===== src/rtl/flash_read_seq_pkg.sv =====
`default_nettype none
// ============================================================================
//  Module      : flash_read_seq_pkg
//  Description : Shared definitions for the flash read sequencer and the SPI
//                flash controller: register offsets, status bits, FSM states.
//  Revision    : 1.0 - initial release
// ============================================================================
package flash_read_seq_pkg;

  // Controller register offsets
  localparam logic [7:0] REG_CMD    = 8'h00;
  localparam logic [7:0] REG_ADDR   = 8'h04;
  localparam logic [7:0] REG_LEN    = 8'h08;
  localparam logic [7:0] REG_START  = 8'h0C;
  localparam logic [7:0] REG_STATUS = 8'h10;
  localparam logic [7:0] REG_DATA   = 8'h14;

  // Status register bit indices
  localparam int STAT_BUSY = 0;
  localparam int STAT_DONE = 1;

  // Sequencer state encoding
  typedef enum logic [3:0] {
    IDLE      = 4'd0,
    WR_CMD    = 4'd1,
    WR_ADDR   = 4'd2,
    WR_LEN    = 4'd3,
    WR_GO     = 4'd4,
    POLL_RD   = 4'd5,
    POLL_CHK  = 4'd6,
    DATA_RD   = 4'd7,
    DATA_CAP  = 4'd8,
    RESP      = 4'd9,
    WR_STOP   = 4'd10,
    DRAIN_RD  = 4'd11,
    DRAIN_CHK = 4'd12
  } state_t;

endpackage
`default_nettype wire


===== src/rtl/flash_read_seq.sv =====
`default_nettype none
// ============================================================================
//  Module      : flash_read_seq
//  Description : Reads a run of flash bytes one controller transaction per
//                byte over a simple register bus, returning one response
//                beat per byte. Poll loops are bounded by POLL_LIMIT.
//  Revision    : 1.0 - initial release
// ============================================================================
module flash_read_seq
  import flash_read_seq_pkg::*;
#(
  parameter logic [7:0] READ_CMD   = 8'h03,
  parameter int         POLL_LIMIT = 1024
) (
  input  logic        clk,
  input  logic        rst,
  input  logic        req_valid,
  output logic        req_ready,
  input  logic [23:0] req_addr,
  input  logic [15:0] req_count,
  output logic        rsp_valid,
  input  logic        rsp_ready,
  output logic [7:0]  rsp_data,
  output logic        rsp_last,
  output logic        rsp_err,
  output logic        busy,
  output logic        wr_en,
  output logic        rd_en,
  output logic [7:0]  addr,
  output logic [31:0] wdata,
  input  logic [31:0] rdata
);

  localparam logic [15:0] c_POLL_LIMIT = 16'(POLL_LIMIT);

  state_t      r_state;
  state_t      w_next;
  logic [23:0] r_cur_addr;
  logic [15:0] r_remaining;
  logic [15:0] r_poll_cnt;
  logic [7:0]  r_rsp_data;
  logic        r_err;

  logic w_expired;
  logic w_done;
  logic w_ctl_idle;
  logic w_unused;

  assign w_expired  = (r_poll_cnt >= c_POLL_LIMIT);
  assign w_done     = rdata[STAT_DONE];
  assign w_ctl_idle = !rdata[STAT_DONE] && !rdata[STAT_BUSY];
  assign w_unused   = ^rdata[31:8];

  // State register
  always_ff @(posedge clk) begin
    if (rst) r_state <= IDLE;
    else     r_state <= w_next;
  end

  // Next-state decode and register-bus / handshake outputs
  always_comb begin
    w_next    = r_state;
    req_ready = 1'b0;
    rsp_valid = 1'b0;
    wr_en     = 1'b0;
    rd_en     = 1'b0;
    addr      = 8'd0;
    wdata     = 32'd0;
    case (r_state)
      IDLE: begin
        req_ready = 1'b1;
        if (req_valid) w_next = (req_count == 16'd0) ? RESP : WR_CMD;
      end
      WR_CMD: begin
        wr_en = 1'b1; addr = REG_CMD; wdata = {24'd0, READ_CMD};
        w_next = WR_ADDR;
      end
      WR_ADDR: begin
        wr_en = 1'b1; addr = REG_ADDR; wdata = {8'd0, r_cur_addr};
        w_next = WR_LEN;
      end
      WR_LEN: begin
        wr_en = 1'b1; addr = REG_LEN; wdata = 32'd1;
        w_next = WR_GO;
      end
      WR_GO: begin
        wr_en = 1'b1; addr = REG_START; wdata = 32'd1;
        w_next = POLL_RD;
      end
      POLL_RD: begin
        rd_en = 1'b1; addr = REG_STATUS;
        w_next = POLL_CHK;
      end
      POLL_CHK: begin
        // A done flag on the final permitted poll still counts as success
        if (w_done)         w_next = DATA_RD;
        else if (w_expired) w_next = WR_STOP;
        else                w_next = POLL_RD;
      end
      DATA_RD: begin
        rd_en = 1'b1; addr = REG_DATA;
        w_next = DATA_CAP;
      end
      DATA_CAP: w_next = RESP;
      RESP: begin
        rsp_valid = 1'b1;
        // An error beat always terminates the request; stop was already written
        if (rsp_ready) w_next = r_err ? IDLE : WR_STOP;
      end
      WR_STOP: begin
        wr_en = 1'b1; addr = REG_START; wdata = 32'd0;
        w_next = DRAIN_RD;
      end
      DRAIN_RD: begin
        rd_en = 1'b1; addr = REG_STATUS;
        w_next = DRAIN_CHK;
      end
      DRAIN_CHK: begin
        if (w_ctl_idle) begin
          if (r_err)                     w_next = RESP;
          else if (r_remaining == 16'd1) w_next = IDLE;
          else                           w_next = WR_CMD;
        end else if (w_expired) begin
          w_next = RESP;
        end else begin
          w_next = DRAIN_RD;
        end
      end
      default: w_next = IDLE;
    endcase
  end

  // Request context, poll counter, response data and error flag
  always_ff @(posedge clk) begin
    if (rst) begin
      r_cur_addr  <= 24'd0;
      r_remaining <= 16'd0;
      r_poll_cnt  <= 16'd0;
      r_rsp_data  <= 8'd0;
      r_err       <= 1'b0;
    end else begin
      case (r_state)
        IDLE: begin
          if (req_valid) begin
            r_cur_addr  <= req_addr;
            r_remaining <= req_count;
            r_err       <= (req_count == 16'd0);
            r_rsp_data  <= 8'd0;
          end
        end
        WR_GO, WR_STOP:    r_poll_cnt <= 16'd0;
        POLL_RD, DRAIN_RD: r_poll_cnt <= r_poll_cnt + 16'd1;
        POLL_CHK: begin
          if (!w_done && w_expired) begin
            r_err      <= 1'b1;
            r_rsp_data <= 8'd0;
          end
        end
        DATA_CAP: r_rsp_data <= rdata[7:0];
        DRAIN_CHK: begin
          if (w_ctl_idle) begin
            if (!r_err) begin
              r_remaining <= r_remaining - 16'd1;
              r_cur_addr  <= r_cur_addr + 24'd1;
            end
          end else if (w_expired) begin
            r_err      <= 1'b1;
            r_rsp_data <= 8'd0;
          end
        end
        default: ;
      endcase
    end
  end

  assign busy     = (r_state != IDLE);
  assign rsp_data = r_rsp_data;
  assign rsp_err  = rsp_valid && r_err;
  assign rsp_last = rsp_valid && (r_err || (r_remaining == 16'd1));

endmodule
`default_nettype wire

===== config.mk =====
export PLATFORM = sky130hd
export DESIGN_NAME = flash_read_seq
export DESIGN_NICKNAME = d
export VERILOG_FILES = /design/src/rtl/flash_read_seq_pkg.sv /design/src/rtl/flash_read_seq.sv
export SDC_FILE = /design/constraint.sdc
export NUM_CORES = 1
export LEC_CHECK = 0
export CORE_UTILIZATION = 49
export DETAILED_ROUTE_END_ITERATION = 8
export GPL_TIMING_DRIVEN = 1
export PLACE_DENSITY_LB_ADDON = 0.12
export SYNTH_ARGS = -nofsm -noshare
export SYNTH_HDL_FRONTEND = slang
export SYNTH_SLANG_ARGS = --single-unit

===== constraint.sdc =====
create_clock -name clk -period 2.95 [get_ports clk]
set_clock_uncertainty 0.2 [all_clocks]
set_input_delay 0.295 -clock clk [delete_from_list [all_inputs] [get_ports clk]]
set_output_delay 0.295 -clock clk [all_outputs]
set_load 0.01 [all_outputs]

==> results of run 1 <==
==> cell type report <==
type	count	area share
Inverter	27	0.01683
Clock buffer	12	0.02217
Timing Repair Buffer	116	0.1821
Tap cell	129	0.02648
Multi-Input combinational cell	513	0.5135
Clock inverter	4	0.01190
Sequential cell	69	0.2270
==> cells in the mapped netlist (4+ instances only) <==
library cell,count,share of area
sky130_fd_sc_hd__a21oi_1,50,0.052
sky130_fd_sc_hd__or3b_2,4,0.0072
sky130_fd_sc_hd__o31ai_1,4,0.0062
sky130_fd_sc_hd__nand4b_1,4,0.0072
sky130_fd_sc_hd__ha_1,5,0.013
sky130_fd_sc_hd__nor3b_1,5,0.0077
sky130_fd_sc_hd__inv_1,26,0.020
sky130_fd_sc_hd__nand2b_1,8,0.010
sky130_fd_sc_hd__and3_1,5,0.0064
sky130_fd_sc_hd__a32oi_1,13,0.023
sky130_fd_sc_hd__nand4_1,20,0.026
sky130_fd_sc_hd__and2_1,43,0.055
sky130_fd_sc_hd__o22ai_1,5,0.0064
sky130_fd_sc_hd__dfxtp_1,69,0.28
sky130_fd_sc_hd__clkbuf_1,33,0.026
sky130_fd_sc_hd__o31a_1,7,0.013
sky130_fd_sc_hd__o32ai_1,6,0.011
sky130_fd_sc_hd__a31oi_1,18,0.023
sky130_fd_sc_hd__nor2_1,52,0.040
sky130_fd_sc_hd__nand2_1,45,0.035
sky130_fd_sc_hd__or3_1,4,0.0052
sky130_fd_sc_hd__and4_1,6,0.011
sky130_fd_sc_hd__nor3_1,24,0.025
sky130_fd_sc_hd__nand3_1,21,0.022
sky130_fd_sc_hd__a211oi_1,8,0.012
sky130_fd_sc_hd__nor4_1,20,0.026
sky130_fd_sc_hd__a21o_1,6,0.0093
sky130_fd_sc_hd__buf_4,14,0.022
sky130_fd_sc_hd__buf_2,9,0.0093
sky130_fd_sc_hd__a311oi_1,8,0.014
sky130_fd_sc_hd__o21ai_0,50,0.052
sky130_fd_sc_hd__or4_1,5,0.0077
==> metrics by stage <==
stage,power [mW],setup slack [ns]
4_1_cts,2.520,0.07639
3_3_place_gp,1.658,0.1310
3_5_place_dp,1.669,0.09262
6_report,2.517,0.1756
2_1_floorplan,1.452,0.8042
5_1_grt,2.642,0.05686
==> report_power, final <==
part | switching, mW | internal, mW
registers | 0.0975 | 0.994
logic | 0.315 | 0.266
clock network | 0.369 | 0.476
total | 0.781 | 1.74
==> kinds of logic (layout without fill, tap and decap cells) <==
logic type | Yosys count | after routing
fa+ha+maj | 5 | 5
flops | 69 | 69
simple gates | 280 | 280
other cells | 1 | 13
mux | 2 | 2
compound gates | 213 | 213
buf+inv | 90 | 159
==> critical path, cell delays in order (launching register included) <==
cell and delay, ns:
sky130_fd_sc_hd__dfxtp_1 0.36, sky130_fd_sc_hd__inv_1 0.09, sky130_fd_sc_hd__ha_1 0.13, sky130_fd_sc_hd__or4b_2 0.63, sky130_fd_sc_hd__nor4_4 0.18, sky130_fd_sc_hd__buf_4 0.17, sky130_fd_sc_hd__o21a_1 0.10, sky130_fd_sc_hd__dlygate4sd2_1 0.26
==> flip-flops by register name, indices dropped and copies added, names as in the netlist <==
signal,flops
r_cur_addr,24
r_poll_cnt,16
r_remaining,16
rsp_data,8
r_state,4
r_err,1
==> layer usage <==
metal / up-vias / global-route usage / wire, um
li1: 2605 / - / -
met1: 2560 / 0.3798 / 6359
met2: 249 / 0.4751 / 6858
met3: 29 / 0.05176 / 1094
met4: 0 / 0.1193 / 385
met5: - / 0 / 0
==> worst paths after layout <==
| check | cells past startpoint | to | from | slack [ns] |
|---|---|---|---|---|
| setup / recovery | 7 | rsp_last | r_remaining[1] | 0.18 |
| hold / removal | 2 | rsp_data[7] | rsp_data[7] | 0.29 |
| setup reg to reg | 5 | r_cur_addr[6] | r_state[1] | 0.50 |
| hold reg to reg | 2 | rsp_data[7] | rsp_data[7] | 0.29 |
==> timing repair <==
action / 4_1_cts / 5_1_grt
resized for setup: 5 / 1
endpoints found under the setup margin: 2 / 3
pin swaps: 1 / 0
==> flow_summary.html, run 1 <==
<table>
<tr><th>Metric</th><th>Value</th></tr>
<tr><th colspan="2">Synth</th></tr>
<tr><td>Post-Synth Adder-Cell Area</td><td>0.01289</td></tr>
<tr><td>Share of synthesized cell area in and, or, nand and nor gates</td><td>0.3155</td></tr>
<tr><td>Proportion of register bits with asynchronous set or reset after synthesis</td><td>0</td></tr>
<tr><td>Total number of yosys warnings</td><td>0</td></tr>
<tr><td>Number of distinct library cells after synthesis</td><td>68</td></tr>
<tr><td>Seq cells post-synth</td><td>69</td></tr>
<tr><td>Dominant combinational cell family by area after synthesis</td><td>simple AND/OR/NAND/NOR gates</td></tr>
<tr><td>XOR/XNOR share of the synthesized area</td><td>0</td></tr>
<tr><td>Sequential area share after synthesis</td><td>0.2845</td></tr>
<tr><td>Count of flip-flops with a built-in enable after synthesis</td><td>0</td></tr>
<tr><td>Synthesized area</td><td>4855 um^2</td></tr>
<tr><td>Mapped Avg Cell Area</td><td>7.356 um^2</td></tr>
<tr><td>Number of standard cells after synthesis</td><td>660</td></tr>
<tr><td>Predominant post-synthesis flop cell</td><td>sky130_fd_sc_hd__dfxtp_1</td></tr>
<tr><td>Multiplexer share of the synthesized area</td><td>0.004124</td></tr>
<tr><td>Share of the synthesized area in compound gates (AO/OA/AOI/OAI)</td><td>0.2956</td></tr>
<tr><th colspan="2">Die</th></tr>
<tr><td>Core box area</td><td>9415 um^2</td></tr>
<tr><td>Site row count</td><td>35</td></tr>
<tr><td>Starting density of the core</td><td>0.5156</td></tr>
<tr><td>Floorplan die width</td><td>101.5 um</td></tr>
<tr><td>Die area</td><td>10310 um^2</td></tr>
<tr><td># IOs</td><td>131</td></tr>
<tr><td>Die boundary height</td><td>101.5 um</td></tr>
<tr><th colspan="2">Clock network</th></tr>
<tr><td>Number of buffers on the longest clock path</td><td>2</td></tr>
<tr><td>Num CTS Buffers</td><td>9</td></tr>
<tr><td>Clock root buffer master</td><td>sky130_fd_sc_hd__clkbuf_8</td></tr>
<tr><td>Number of sinks on the clock net</td><td>69</td></tr>
<tr><td>Clock latency on the worst-skew pair</td><td>0.35 ns</td></tr>
<tr><td>Number of levels the H-tree was split into</td><td>3</td></tr>
<tr><td>Cts-stage hold buffer count</td><td>0</td></tr>
<tr><td>Clock-pin slew on the worst setup and hold paths</td><td>0.08 ns</td></tr>
<tr><td>TritonCTS clock tree</td><td>done</td></tr>
<tr><td>Number of setup buffers added after CTS</td><td>0</td></tr>
<tr><th colspan="2">Global routing</th></tr>
<tr><td>Largest net degree at the start of global routing</td><td>67</td></tr>
<tr><td>Wire length of the first global-routing pass</td><td>24030 um</td></tr>
<tr><td>Total overflow reported by the global router</td><td>0</td></tr>
<tr><td>Number of global-route vias before repair</td><td>4995</td></tr>
<tr><td>Initial antenna violation count</td><td>0</td></tr>
<tr><td>Total Routing Usage GR</td><td>0.2913</td></tr>
<tr><th colspan="2">Drt</th></tr>
<tr><td>Router iterations before antenna repair</td><td>5</td></tr>
<tr><td>Iteration-0 DRC Markers</td><td>477</td></tr>
<tr><td>Routed wire length</td><td>14700 um</td></tr>
<tr><td>Via Count</td><td>5443</td></tr>
<tr><td>DRC viols</td><td>0</td></tr>
<tr><td>Average via count per standard cell</td><td>6.256</td></tr>
<tr><td>Post-detailed-route count of antenna-violating nets</td><td>0</td></tr>
<tr><td>Wire length per cell</td><td>16.89 um</td></tr>
<tr><th colspan="2">Placement</th></tr>
<tr><td>DP Wirelength</td><td>10150 um</td></tr>
<tr><td>Area after detailed placement</td><td>5866 um^2</td></tr>
<tr><td>Placed Cells</td><td>854</td></tr>
<tr><td>Port buffer count</td><td>93</td></tr>
<tr><td>Final weighted congestion of routability-driven global placement</td><td>0.8971</td></tr>
<tr><th colspan="2">Job</th></tr>
<tr><td>Number of max-cap violations</td><td>0</td></tr>
<tr><th colspan="2">Layout</th></tr>
<tr><td>Fill cells</td><td>854</td></tr>
<tr><td>Most common cell after layout, fill and taps aside</td><td>sky130_fd_sc_hd__clkdlybuf4s50_1</td></tr>
<tr><td>Most frequent cells in the layout</td><td>91 x sky130_fd_sc_hd__clkdlybuf4s50_1, 67 x sky130_fd_sc_hd__dfxtp_1, 52 x sky130_fd_sc_hd__nor2_1</td></tr>
<tr><td>Count of inserted antenna diode cells</td><td>0</td></tr>
<tr><td>Final Instance Area</td><td>6096 um^2</td></tr>
<tr><td>Layout net count</td><td>817</td></tr>
<tr><td>Utilization after layout</td><td>0.6474</td></tr>
<tr><td>Non-filler instance count after layout</td><td>870</td></tr>
<tr><td>Synthesis-to-finish area growth</td><td>25.57%</td></tr>
<tr><td>FF+latch area</td><td>1384 um^2</td></tr>
<tr><td>Multi-input gate area in the final layout</td><td>3131 um^2</td></tr>
<tr><td>Fraction of layout cells with a size suffix above 1</td><td>0.08502</td></tr>
<tr><th colspan="2">Pwr</th></tr>
<tr><td>Worst ir drop on vdd</td><td>0.0002430 V</td></tr>
<tr><td>Total power density per cell area</td><td>412.9 nW/um^2</td></tr>
<tr><td>Static Leakage</td><td>2.019 nW</td></tr>
<tr><th colspan="2">Timing</th></tr>
<tr><td>Actual transition at the worst max-transition pin</td><td>0.8478 ns</td></tr>
<tr><td>Hold Fails Final Rpt</td><td>0</td></tr>
<tr><td>Fmax</td><td>0.3604 GHz</td></tr>
<tr><td>Number of max-slew violations in the final report</td><td>0</td></tr>
<tr><td>Minimum hold slack</td><td>0.2882 ns</td></tr>
<tr><td>Worst slew margin relative to its limit</td><td>0.4296</td></tr>
<tr><td>Final count of negative-setup-slack endpoints</td><td>0</td></tr>
<tr><td>Setup repair after global routing missed its margin</td><td>no</td></tr>
<tr><td>Post-layout min period</td><td>2.774 ns</td></tr>
<tr><td>Final cycle utilization of the critical path</td><td>0.9405</td></tr>
<tr><td>Aggregate negative setup slack</td><td>0 ns</td></tr>
<tr><th colspan="2">Critical path</th></tr>
<tr><td>Worst setup path category</td><td>flop to primary output</td></tr>
<tr><td>Maximum net fanout on the critical path</td><td>6</td></tr>
<tr><td>CP Launch Type</td><td>flop</td></tr>
<tr><td>CP Data Required Time</td><td>2.46 ns</td></tr>
<tr><td>Worst Setup End Kind</td><td>primary output</td></tr>
<tr><td>Crit path DAT</td><td>2.28 ns</td></tr>
<tr><th colspan="2">Worst hold path</th></tr>
<tr><td>Worst min-delay path class</td><td>flop to flop</td></tr>
<tr><th colspan="2">Status</th></tr>
<tr><td>Status</td><td>completed</td></tr>
</table>
Power figures use the tool's default switching activity.
==> inputs of run 2 (changes only) <==
- CORE_MARGIN: default -> 1
==> results of run 2 <==
No change in the layout: final DEF, timing and power equal those of run 1.
==> inputs of run 3 (changes only) <==
- GPL_TIMING_DRIVEN: 1 -> 0
==> run 3 against run 2 <==
Effect of this change: combinational power is 16% higher; final cell count rose by 4.7%; die area is the same; clock power decreased by 3.1%; register-to-register slack lost 0.33 ns; worst hold slack got worse by 0.0012 ns; count of clock-buffer cells in the layout is 3 lower; utilization up 2.4 points; critical path type unchanged; largest power group unchanged.
==> flow_summary.html, run 3 (same netlist as run 1, synthesis figures left out) <==
<table>
<tr><th>Metric</th><th>Value</th></tr>
<tr><th colspan="2">Status</th></tr>
<tr><td>Status</td><td>completed</td></tr>
<tr><th colspan="2">Clock network</th></tr>
<tr><td>Number of levels the H-tree was split into</td><td>3 (unchanged)</td></tr>
<tr><td>Clock latency on the worst-skew pair</td><td>0.37 ns (+0.02 ns)</td></tr>
<tr><td>Clock-pin slew on the worst setup and hold paths</td><td>0.08 ns (about the same)</td></tr>
<tr><td>Cts-stage hold buffer count</td><td>0 (unchanged)</td></tr>
<tr><td>Clock root buffer master</td><td>sky130_fd_sc_hd__clkbuf_8</td></tr>
<tr><td>Number of buffers on the longest clock path</td><td>2 (unchanged)</td></tr>
<tr><td>Num CTS Buffers</td><td>9 (unchanged)</td></tr>
<tr><td>TritonCTS clock tree</td><td>done</td></tr>
<tr><td>Number of sinks on the clock net</td><td>69 (unchanged)</td></tr>
<tr><th colspan="2">Pwr</th></tr>
<tr><td>Switching share of total power</td><td>0.3439 (+0.03344)</td></tr>
<tr><td>Clock power share</td><td>0.319 (-0.017)</td></tr>
<tr><td>Share of power burned in registers</td><td>0.419 (-0.015)</td></tr>
<tr><td>Static Leakage</td><td>2.362 nW (+17%)</td></tr>
<tr><td>Portion of total power attributed to combinational logic</td><td>0.262 (+0.031)</td></tr>
<tr><td>Worst ir drop on vdd</td><td>0.0002264 V (-6.8%)</td></tr>
<tr><td>Internal power component</td><td>1.684 mW (-3.0%)</td></tr>
<tr><td>Total power density per cell area</td><td>405.8 nW/um^2 (-1.7%)</td></tr>
<tr><td>NetSw</td><td>882.4 uW (+13%)</td></tr>
<tr><th colspan="2">Global routing</th></tr>
<tr><td>Wire length of the first global-routing pass</td><td>26670 um (+11%)</td></tr>
<tr><td>Number of global-route vias before repair</td><td>5208 (+4.3%)</td></tr>
<tr><td>Total Routing Usage GR</td><td>0.3356 (+0.04430)</td></tr>
<tr><td>Initial antenna violation count</td><td>0 (unchanged)</td></tr>
<tr><td>Largest net degree at the start of global routing</td><td>20 (-70%)</td></tr>
<tr><td>Total overflow reported by the global router</td><td>0 (unchanged)</td></tr>
<tr><th colspan="2">Layout</th></tr>
<tr><td>Synthesis-to-finish area growth</td><td>30.26%</td></tr>
<tr><td>Most common cell after layout, fill and taps aside</td><td>sky130_fd_sc_hd__clkdlybuf4s50_1</td></tr>
<tr><td>Top Registers</td><td>r_cur_addr (24), r_poll_cnt (16), r_remaining (16)</td></tr>
<tr><td>Flip-flop count of the largest register, all copies and words added</td><td>24 (unchanged)</td></tr>
<tr><td>Most frequent cells in the layout</td><td>80 x sky130_fd_sc_hd__clkdlybuf4s50_1, 67 x sky130_fd_sc_hd__dfxtp_1, 52 x sky130_fd_sc_hd__nor2_1</td></tr>
<tr><td>Final Instance Area</td><td>6324 um^2 (+3.7%)</td></tr>
<tr><td>Layout net count</td><td>858 (+5.0%)</td></tr>
<tr><td>Fraction of layout cells with a size suffix above 1</td><td>0.1049 (+0.01984)</td></tr>
<tr><td>Utilization after layout</td><td>0.6716 (+0.02419)</td></tr>
<tr><td>Count of inserted antenna diode cells</td><td>0 (unchanged)</td></tr>
<tr><td>Most flop-heavy register</td><td>r_cur_addr</td></tr>
<tr><th colspan="2">Timing</th></tr>
<tr><td>Worst slew margin relative to its limit</td><td>0.2787 (-0.1509)</td></tr>
<tr><td>Setup repair after global routing missed its margin</td><td>yes</td></tr>
<tr><td>Number of max-slew violations in the final report</td><td>0 (unchanged)</td></tr>
<tr><td>Hold Fails Final Rpt</td><td>0 (unchanged)</td></tr>
<tr><td>Final cycle utilization of the critical path</td><td>0.9697 (+0.02919)</td></tr>
<tr><td>Final count of negative-setup-slack endpoints</td><td>0 (unchanged)</td></tr>
<tr><td>Minimum hold slack</td><td>0.2870 ns (-0.001191 ns)</td></tr>
<tr><td>Post-layout min period</td><td>2.861 ns (+0.08612 ns)</td></tr>
<tr><td>Actual transition at the worst max-transition pin</td><td>1.072 ns (+0.2243 ns)</td></tr>
<tr><td>Fmax</td><td>0.3496 GHz (-3.0%)</td></tr>
<tr><th colspan="2">Worst hold path</th></tr>
<tr><td>Worst min-delay path class</td><td>flop to flop</td></tr>
<tr><th colspan="2">Drt</th></tr>
<tr><td>Average via count per standard cell</td><td>6.290 (+0.53%)</td></tr>
<tr><td>Wire length per cell</td><td>18.67 um (+10%)</td></tr>
<tr><td>DRC viols</td><td>0 (unchanged)</td></tr>
<tr><td>Iteration-0 DRC Markers</td><td>571 (+20%)</td></tr>
<tr><td>Post-detailed-route count of antenna-violating nets</td><td>0 (unchanged)</td></tr>
<tr><td>Routed wire length</td><td>17000 um (+16%)</td></tr>
<tr><td>Router iterations before antenna repair</td><td>5 (unchanged)</td></tr>
<tr><td>Via Count</td><td>5730 (+5.3%)</td></tr>
<tr><th colspan="2">Placement</th></tr>
<tr><td>DP Wirelength</td><td>12260 um (+21%)</td></tr>
<tr><td>Area after detailed placement</td><td>5992 um^2 (+2.2%)</td></tr>
<tr><td>Port buffer count</td><td>93 (unchanged)</td></tr>
<tr><td>Final weighted congestion of routability-driven global placement</td><td>0.9323 (+3.9%)</td></tr>
<tr><th colspan="2">Critical path</th></tr>
<tr><td>Worst Setup End Kind</td><td>primary output</td></tr>
<tr><td>Worst setup path category</td><td>flop to primary output</td></tr>
<tr><td>CP Launch Type</td><td>flop</td></tr>
<tr><td>CP Data Required Time</td><td>2.46 ns (about the same)</td></tr>
<tr><td>Maximum net fanout on the critical path</td><td>10 (+4)</td></tr>
<tr><td>Crit path DAT</td><td>2.37 ns (+0.09 ns)</td></tr>
<tr><th colspan="2">Die</th></tr>
<tr><td>Site row count</td><td>35 (unchanged)</td></tr>
<tr><td>Die area</td><td>10310 um^2 (unchanged)</td></tr>
<tr><td>Starting density of the core</td><td>0.5156 (unchanged)</td></tr>
<tr><td>Die boundary height</td><td>101.5 um (unchanged)</td></tr>
<tr><td>Floorplan die width</td><td>101.5 um (unchanged)</td></tr>
<tr><td>Core box area</td><td>9415 um^2 (unchanged)</td></tr>
<tr><td># IOs</td><td>131 (unchanged)</td></tr>
<tr><th colspan="2">Job</th></tr>
<tr><td>Number of max-cap violations</td><td>0 (unchanged)</td></tr>
</table>
-- run 3: worst paths after layout --
| kind | startpoint | endpoint | slack, ns | depth (start not counted) |
|---|---|---|---|---|
| worst max-delay path | r_state[1] | wdata[2] | 0.09 | 8 |
| worst max register to register | r_state[0] | r_remaining[4] | 0.17 | 8 |
| worst min-delay path | rsp_data[7] | rsp_data[7] | 0.29 | 2 |
| worst min register to register | rsp_data[7] | rsp_data[7] | 0.29 | 2 |
-- run 3: what timing repair did --
action,4_1_cts,5_1_grt
resized for setup,18,24
pin swaps,2,2
setup endpoints to repair,27,25
gates cloned,0,1
buffers inserted,0,3
-- run 3: power groups by stage --
stage          logic (mW)  registers (mW)  clock network [mW]
6_report            0.672            1.08               0.819
5_1_grt             0.721            1.09               0.852
4_1_cts             0.649            1.07               0.807
3_5_place_dp        0.626            1.09                   0
3_3_place_gp        0.619            1.09                   0
2_1_floorplan       0.389            1.06                   0
-- run 3: worst max-delay path, cell delays in order, from the launching register on --
cell and delay, ns:
sky130_fd_sc_hd__dfxtp_2 0.34, sky130_fd_sc_hd__buf_6 0.13, sky130_fd_sc_hd__buf_6 0.15, sky130_fd_sc_hd__clkinvlp_4 0.15
sky130_fd_sc_hd__nor4_4 0.26, sky130_fd_sc_hd__buf_4 0.19, sky130_fd_sc_hd__buf_4 0.15, sky130_fd_sc_hd__and2_1 0.12
sky130_fd_sc_hd__clkdlybuf4s50_1 0.53
-- run 3: metal layers --
layer,part of all wire,track usage
met5,0,0
met4,0.033,0.1650
met3,0.096,0.07315
met2,0.45,0.5244
met1,0.42,0.4374
-- run 3: cell type report --
type / instances / area, um^2
buffer: 60 / 332.8
clock buffer: 9 / 123.9
clock inverter: 7 / 73.82
fill: 841 / 3092
inverter: 27 / 106.4
multi-input combinational: 513 / 3144
sequential: 69 / 1384
tap: 129 / 161.4
timing repair buffer: 97 / 997.2
-- run 3: metrics by stage --
step / setup TNS (ns) / cells / total power, mW / setup WS [ns]
after floorplan: 0 / 672 / 1.452 / 0.8042
final: 0 / 911 / 2.566 / 0.08948
after global routing: -0.1163 / 911 / 2.657 / -0.02445
after global placement: -5.531 / 894 / 1.705 / -0.3322
after detailed placement: -7.184 / 894 / 1.713 / -0.3961
after CTS: -0.01844 / 908 / 2.522 / -0.01844
